## config.mk

```make
export PLATFORM = sky130hd
export DESIGN_NAME = shiftreg_rx
export DESIGN_NICKNAME = d
export VERILOG_FILES = /design/src/rtl/shiftreg_rx.sv
export SDC_FILE = /design/constraint.sdc
export NUM_CORES = 1
export LEC_CHECK = 0
export CAP_MARGIN = 20
export CORE_UTILIZATION = 35
export DETAILED_ROUTE_END_ITERATION = 8
export HOLD_SLACK_MARGIN = 0.08
export PLACE_DENSITY = 0.68
export SLEW_MARGIN = 5
export SYNTH_ARGS = -nofsm -noshare
export SYNTH_HDL_FRONTEND = slang
export SYNTH_SLANG_ARGS = --single-unit
```

## constraint.sdc

```tcl
create_clock -name clk -period 1.7 [get_ports clk]
set_input_delay 0.425 -clock clk [delete_from_list [all_inputs] [get_ports clk]]
set_output_delay 0.425 -clock clk [all_outputs]
set_load 0.01 [all_outputs]
```

## src/rtl/shiftreg_rx.sv

```systemverilog
// shiftreg_rx: serial-to-parallel receiver. Frames N-bit words from a serial
// bit stream (MSB-first or LSB-first, chosen per word on its first bit) and
// hands each completed word to a valid/ready output register with sticky
// overrun detection.
module shiftreg_rx #(
    parameter int N = 4
) (
    input  logic         clk,
    input  logic         rst,
    input  logic         bit_in,
    input  logic         bit_valid,
    input  logic         sync,
    input  logic         dir,
    input  logic         word_ready,
    input  logic         clr_ovr,
    output logic [N-1:0] word_out,
    output logic         word_valid,
    output logic         overrun,
    output logic         busy
);

    localparam int CW = $clog2(N);

    typedef enum logic {
        IDLE  = 1'b0,
        SHIFT = 1'b1
    } state_t;

    state_t        state;
    logic [N-1:0]  sh;
    logic [CW-1:0] cnt;
    logic          dir_q;

    logic          start;
    logic          last;
    logic          dir_use;
    logic [N-1:0]  sh_base;
    logic [N-1:0]  sh_next;

    // Next-shift datapath: a word starts fresh on the first bit (or on a sync
    // that carries a bit), taking its direction from dir at that moment.
    always_comb begin
        start   = bit_valid && (sync || (state == IDLE));
        dir_use = start ? dir : dir_q;
        sh_base = start ? '0 : sh;
        sh_next = dir_use ? {bit_in, sh_base[N-1:1]} : {sh_base[N-2:0], bit_in};
        last    = bit_valid && !start && (cnt == CW'(N - 1));
    end

    // Receive FSM: frames bits into words; sync discards any partial word.
    always_ff @(posedge clk or posedge rst) begin
        if (rst) begin
            state <= IDLE;
            sh    <= '0;
            cnt   <= '0;
            dir_q <= 1'b0;
        end else if (sync && !bit_valid) begin
            state <= IDLE;
            sh    <= '0;
            cnt   <= '0;
        end else if (bit_valid) begin
            sh <= sh_next;
            if (start) begin
                dir_q <= dir;
                cnt   <= CW'(1);
                state <= SHIFT;
            end else if (last) begin
                cnt   <= '0;
                state <= IDLE;
            end else begin
                cnt <= cnt + 1'b1;
            end
        end
    end

    // Output register: load a completed word when the slot is free or being
    // drained this edge, otherwise drop it and flag overrun (set beats clear).
    always_ff @(posedge clk or posedge rst) begin
        if (rst) begin
            word_out   <= '0;
            word_valid <= 1'b0;
            overrun    <= 1'b0;
        end else begin
            if (last) begin
                if (!word_valid || word_ready) begin
                    word_out   <= sh_next;
                    word_valid <= 1'b1;
                end
            end else if (word_valid && word_ready) begin
                word_valid <= 1'b0;
            end

            if (last && word_valid && !word_ready) begin
                overrun <= 1'b1;
            end else if (clr_ovr) begin
                overrun <= 1'b0;
            end
        end
    end

    assign busy = (cnt != '0);

endmodule

```

== After elaboration in Yosys (flattened, before gate mapping) ==
Index checks and enable logic that the tools add are counted.

* Equality and inequality tests: 2
* Mux-type cells: 18
* Bitwise operators: 2
* Add/sub/neg operators: 1
* Reduce and logical (&&, ||, !) cells: 22

{| class="wikitable"
|+ Operator list
! operator !! count
|-
| two-way mux 4 bit || 4
|-
| two-way mux 1 bit || 10
|-
| two-way mux 2 bit || 4
|-
| AND reduction 2 bit || 4
|-
| nonzero test 2 bit || 4
|-
| logical AND 1 bit || 7
|-
| zero test 1 bit || 4
|-
| nonzero test 3 bit || 1
|-
| adder 2 x 1 -> 2 bit, second input constant || 1
|-
| equality test 2 bit, second input constant || 1
|-
| logical OR 1 bit || 2
|-
| != test 2 x 1 -> 1 bit, second input constant || 1
|-
| inverter 1 bit || 2
|}

* Word-level logic and storage cells: 52
* Input port bits: 8
* Output and inout bits: 7
* Bits in registers: 14

== Logic depth before layout (Yosys ltp) ==
* Depth after elaboration: 10
* Gate-level depth with buffers: 6
* Mapped depth without buffers: 5

== Worst setup path after synthesis ==
Ideal clock, no wire load.

* Kind: reg-to-reg
* Start: reg cnt[0]
* End: reg word_out[3]
* Slack: 327 ps
* Arrival: 1249 ps
* Cell stages (with the launch flop): 7
* Setup time: 124 ps
* Period minus slack after synthesis: 1373 ps
* Data required time: 1576 ps
* Path buffers: 1
* Cell sequence: dfrtp_1 ha_1 nand4b_4 nand2b_4 buf_6 a211oi_1 a211o_1

* Cells in the longest elaborated chain, start to end: 3

{| class="wikitable"
|+ RTL lines
! item !! RTL line !! text
|-
| from (decl) || 31 || <nowiki>logic [CW-1:0] cnt;</nowiki>
|-
| from (signal assigned) || 71 || <nowiki>cnt <= cnt + 1'b1;</nowiki>
|-
| equality test 2 bit || 47 || <nowiki>last = bit_valid && !start && (cnt == CW'(N - 1));</nowiki>
|-
| logical AND 1 bit || 47 ||
|-
| AND reduction 2 bit (no source line) || -- ||
|-
| to (signal assigned) || 86 || <nowiki>word_out <= sh_next;</nowiki>
|-
| to (decl) || 16 || <nowiki>output logic [N-1:0] word_out,</nowiki>
|}

No other way between the ends.
A chain may end at the register's enable or synchronous reset.

== Worst setup path in the final report ==
* Start: reg cnt[0]
* End: out busy

* Cells in the longest elaborated chain, start to end: 1

{| class="wikitable"
|+ RTL lines
! item !! RTL line !! text
|-
| nonzero test 2 bit || 101 || <nowiki>assign busy = (cnt != '0);</nowiki>
|-
| to (decl) || 19 || <nowiki>output logic busy</nowiki>
|}

No other way between the ends.

==> results.json <==
{
  "outcome": "finished clean",
  "vias": 621,
  "track_usage": 0.1423,
  "syn_inst": 73,
  "htree_levels": 1,
  "clk_pin_slew_worst_paths_ns": 0.08,
  "setup_tns_ns": 0,
  "clock_skew_ns": 0.004932,
  "utilization": 0.4936,
  "cts_hold_buf": 0,
  "worstMarginPinSlew_ns": 0.5521,
  "ios": 15,
  "fmax_mhz": 619.3,
  "cts_buffer_depth": 2,
  "min_period_ns": 1.615,
  "cts_tree": "built",
  "drv_cap": 0,
  "ys_seq_elements": 14,
  "drive_gt1_frac": 0.1649,
  "wl_per_cell_um": 11.59,
  "io_buffers": 14,
  "cts-root-buf": "clkbuf_4",
  "leakagePower_nw": 0.4623,
  "slew_headroom": 0.6316,
  "hpwl_um": 1103,
  "viasPerCell": 5.008,
  "synth_cell_types": 25,
  "initial_core_util": 0.3693,
  "critPathKind": "flop to output pin",
  "core_area_um2": 1962,
  "first_pass_iters": 4,
  "synth.net_count": 83,
  "gr-total-overflow": 0,
  "grt_max_degree": 15,
  "grt_pass1_vias": 549,
  "insertion_delay_ns": 0.28,
  "drc": 0,
  "place_congestion": 0.8052,
  "rsz0062_at_grt": "false",
  "dieArea_um2": 2256,
  "rows": 16,
  "hold_viol_final": 0,
  "clock_sinks": 14,
  "ys_warn_count": 0,
  "die_x_um": 47.50,
  "cp-start-kind": "flop",
  "slew_viol_final": 0,
  "numCtsBuffers": 3,
  "ys_seq_area_frac": 0.4836,
  "layout_setup_ws_ns": 0.08529,
  "syn_avg_cell_area_um2": 9.924,
  "drt_wl_total_um": 1437,
  "path_max_fanout": 2,
  "powerDensity_nw_per_um2": 731.3,
  "drt_iter0_drc": 8,
  "antenna_cells": 0,
  "max-vdd-ir-drop_mv": 0.2831,
  "grt_pass1_wl_um": 2228,
  "synth_area_um2": 724.4,
  "setup_viol": 0,
  "pre_cts_slack_ns": -0.1149,
  "crit_arrival_ns": 1.19,
  "timing.hold.worst.class": "input port to asynchronous set/reset pin",
  "fp.dieH_um": 47.50,
  "final_nets": 109,
  "syn_to_final_growth_pct": 33.68,
  "ant_nets": 0,
  "endpoint_kind": "output pin",
  "min_period_over_period": 0.9498,
  "worstPathRequired_ns": 1.27,
  "antenna_found_initial": 0
}
[metal layers]
metal / part of all wire / GRT usage
met4: 0.016 / 0.06857
met3: 0.055 / 0.02264
met5: 0 / 0
met1: 0.46 / 0.1944
met2: 0.46 / 0.2192
[state kept, by name, indices dropped and copies added (netlist names)]
signal,flops
state,1
cnt,2
sh,4
word_out,4
dir_q,1
word_valid,1
overrun,1
[cell families after synthesis]
kind of cell	count (synthesis)	share of synthesized area
AO/OA/AOI/OAI	20	0.1589
adder cells (fa/ha/maj)	2	0.03454
buffers and inverters	10	0.07083
flip-flops	14	0.4836
multiplexers	3	0.04663
AND/OR/NAND/NOR	24	0.2055
[metrics by stage]
step | total power [mW] | area (um^2) | hold WS, ns | cells
final | 0.7083 | 968.4 | 0.4896 | 124
after global routing | 0.7553 | 968.4 | 0.5222 | 124
after CTS | 0.7186 | 960.9 | 0.4963 | 123
after detailed placement | 0.5288 | 932.1 | 0.4778 | 119
after global placement | 0.5263 | 932.1 | 0.4752 | 119
after floorplan | 0.4553 | 724.4 | 0.3142 | 73
[worst max-delay path, cell delays in order, from the launching register on]
cell,delay [ns]
dfrtp_1,0.38
inv_1,0.08
ha_1,0.14
inv_1,0.04
dlygate4sd2_1,0.27
[Yosys cell counts]
cell / instances / share of area
mux2_1: 3 / 0.047
nand2b_4: 1 / 0.019
nor2_1: 2 / 0.010
a21oi_1: 5 / 0.035
ha_1: 2 / 0.035
o21ai_0: 3 / 0.021
inv_4: 1 / 0.0086
nand3_1: 5 / 0.035
o21ai_1: 5 / 0.035
nand3b_1: 1 / 0.010
a31oi_1: 2 / 0.017
nand2b_1: 2 / 0.017
nand2_1: 10 / 0.052
o22ai_1: 1 / 0.0086
clkbuf_4: 1 / 0.010
o31ai_1: 1 / 0.010
nor2b_1: 1 / 0.0086
buf_6: 1 / 0.016
a21boi_0: 1 / 0.010
inv_1: 7 / 0.036
nor4b_2: 1 / 0.021
dfrtp_1: 14 / 0.48
nand4b_4: 1 / 0.033
a211oi_1: 1 / 0.010
a211o_1: 1 / 0.012
[power breakdown]
| group | switching (mW) | internal [mW] |
|---|---|---|
| Combinational | 0.0669 | 0.0796 |
| Clock | 0.101 | 0.0821 |
| Sequential | 0.0211 | 0.358 |
[final cells by class]
class / count / area (um^2)
Fill cell: 209 / 993.5
Clock buffer: 3 / 22.52
Inverter: 8 / 32.53
Multi-Input combinational cell: 49 / 322.8
Tap cell: 27 / 33.78
Sequential cell: 14 / 350.3
Timing Repair Buffer: 23 / 206.4
[path summary, 6_finish.rpt]
| check | from | end | slack [ns] | cells after the start |
|---|---|---|---|---|
| worst max-delay path | cnt[0] | busy | 0.09 | 4 |
| worst min-delay path | rst | state | 0.49 | 2 |
| worst max register to register | cnt[0] | word_out[3] | 0.13 | 7 |
| worst min register to register | word_out[2] | word_out[2] | 0.49 | 2 |
| max in group asynchronous | rst | word_valid | 0.84 | 2 |
| min in group clk | word_out[2] | word_out[2] | 0.49 | 2 |
[cell usage in the layout (no fill, tap or decap), drive strengths merged, types with 2 or more instances in the layout]
cell	n
buf	9
nor2	2
a31oi	2
ha	2
a21oi	5
nand2b	3
clkbuf	3
dfrtp	14
clkdlybuf4s50	13
mux2	3
nand2	10
inv	8
nand3	5
o21ai	8
[repair_timing]
action,4_1_cts,5_1_grt
buffers inserted,1,1
endpoints found under the setup margin,1,1
gates resized for setup,1,0
Power figures use the tool's default switching activity.
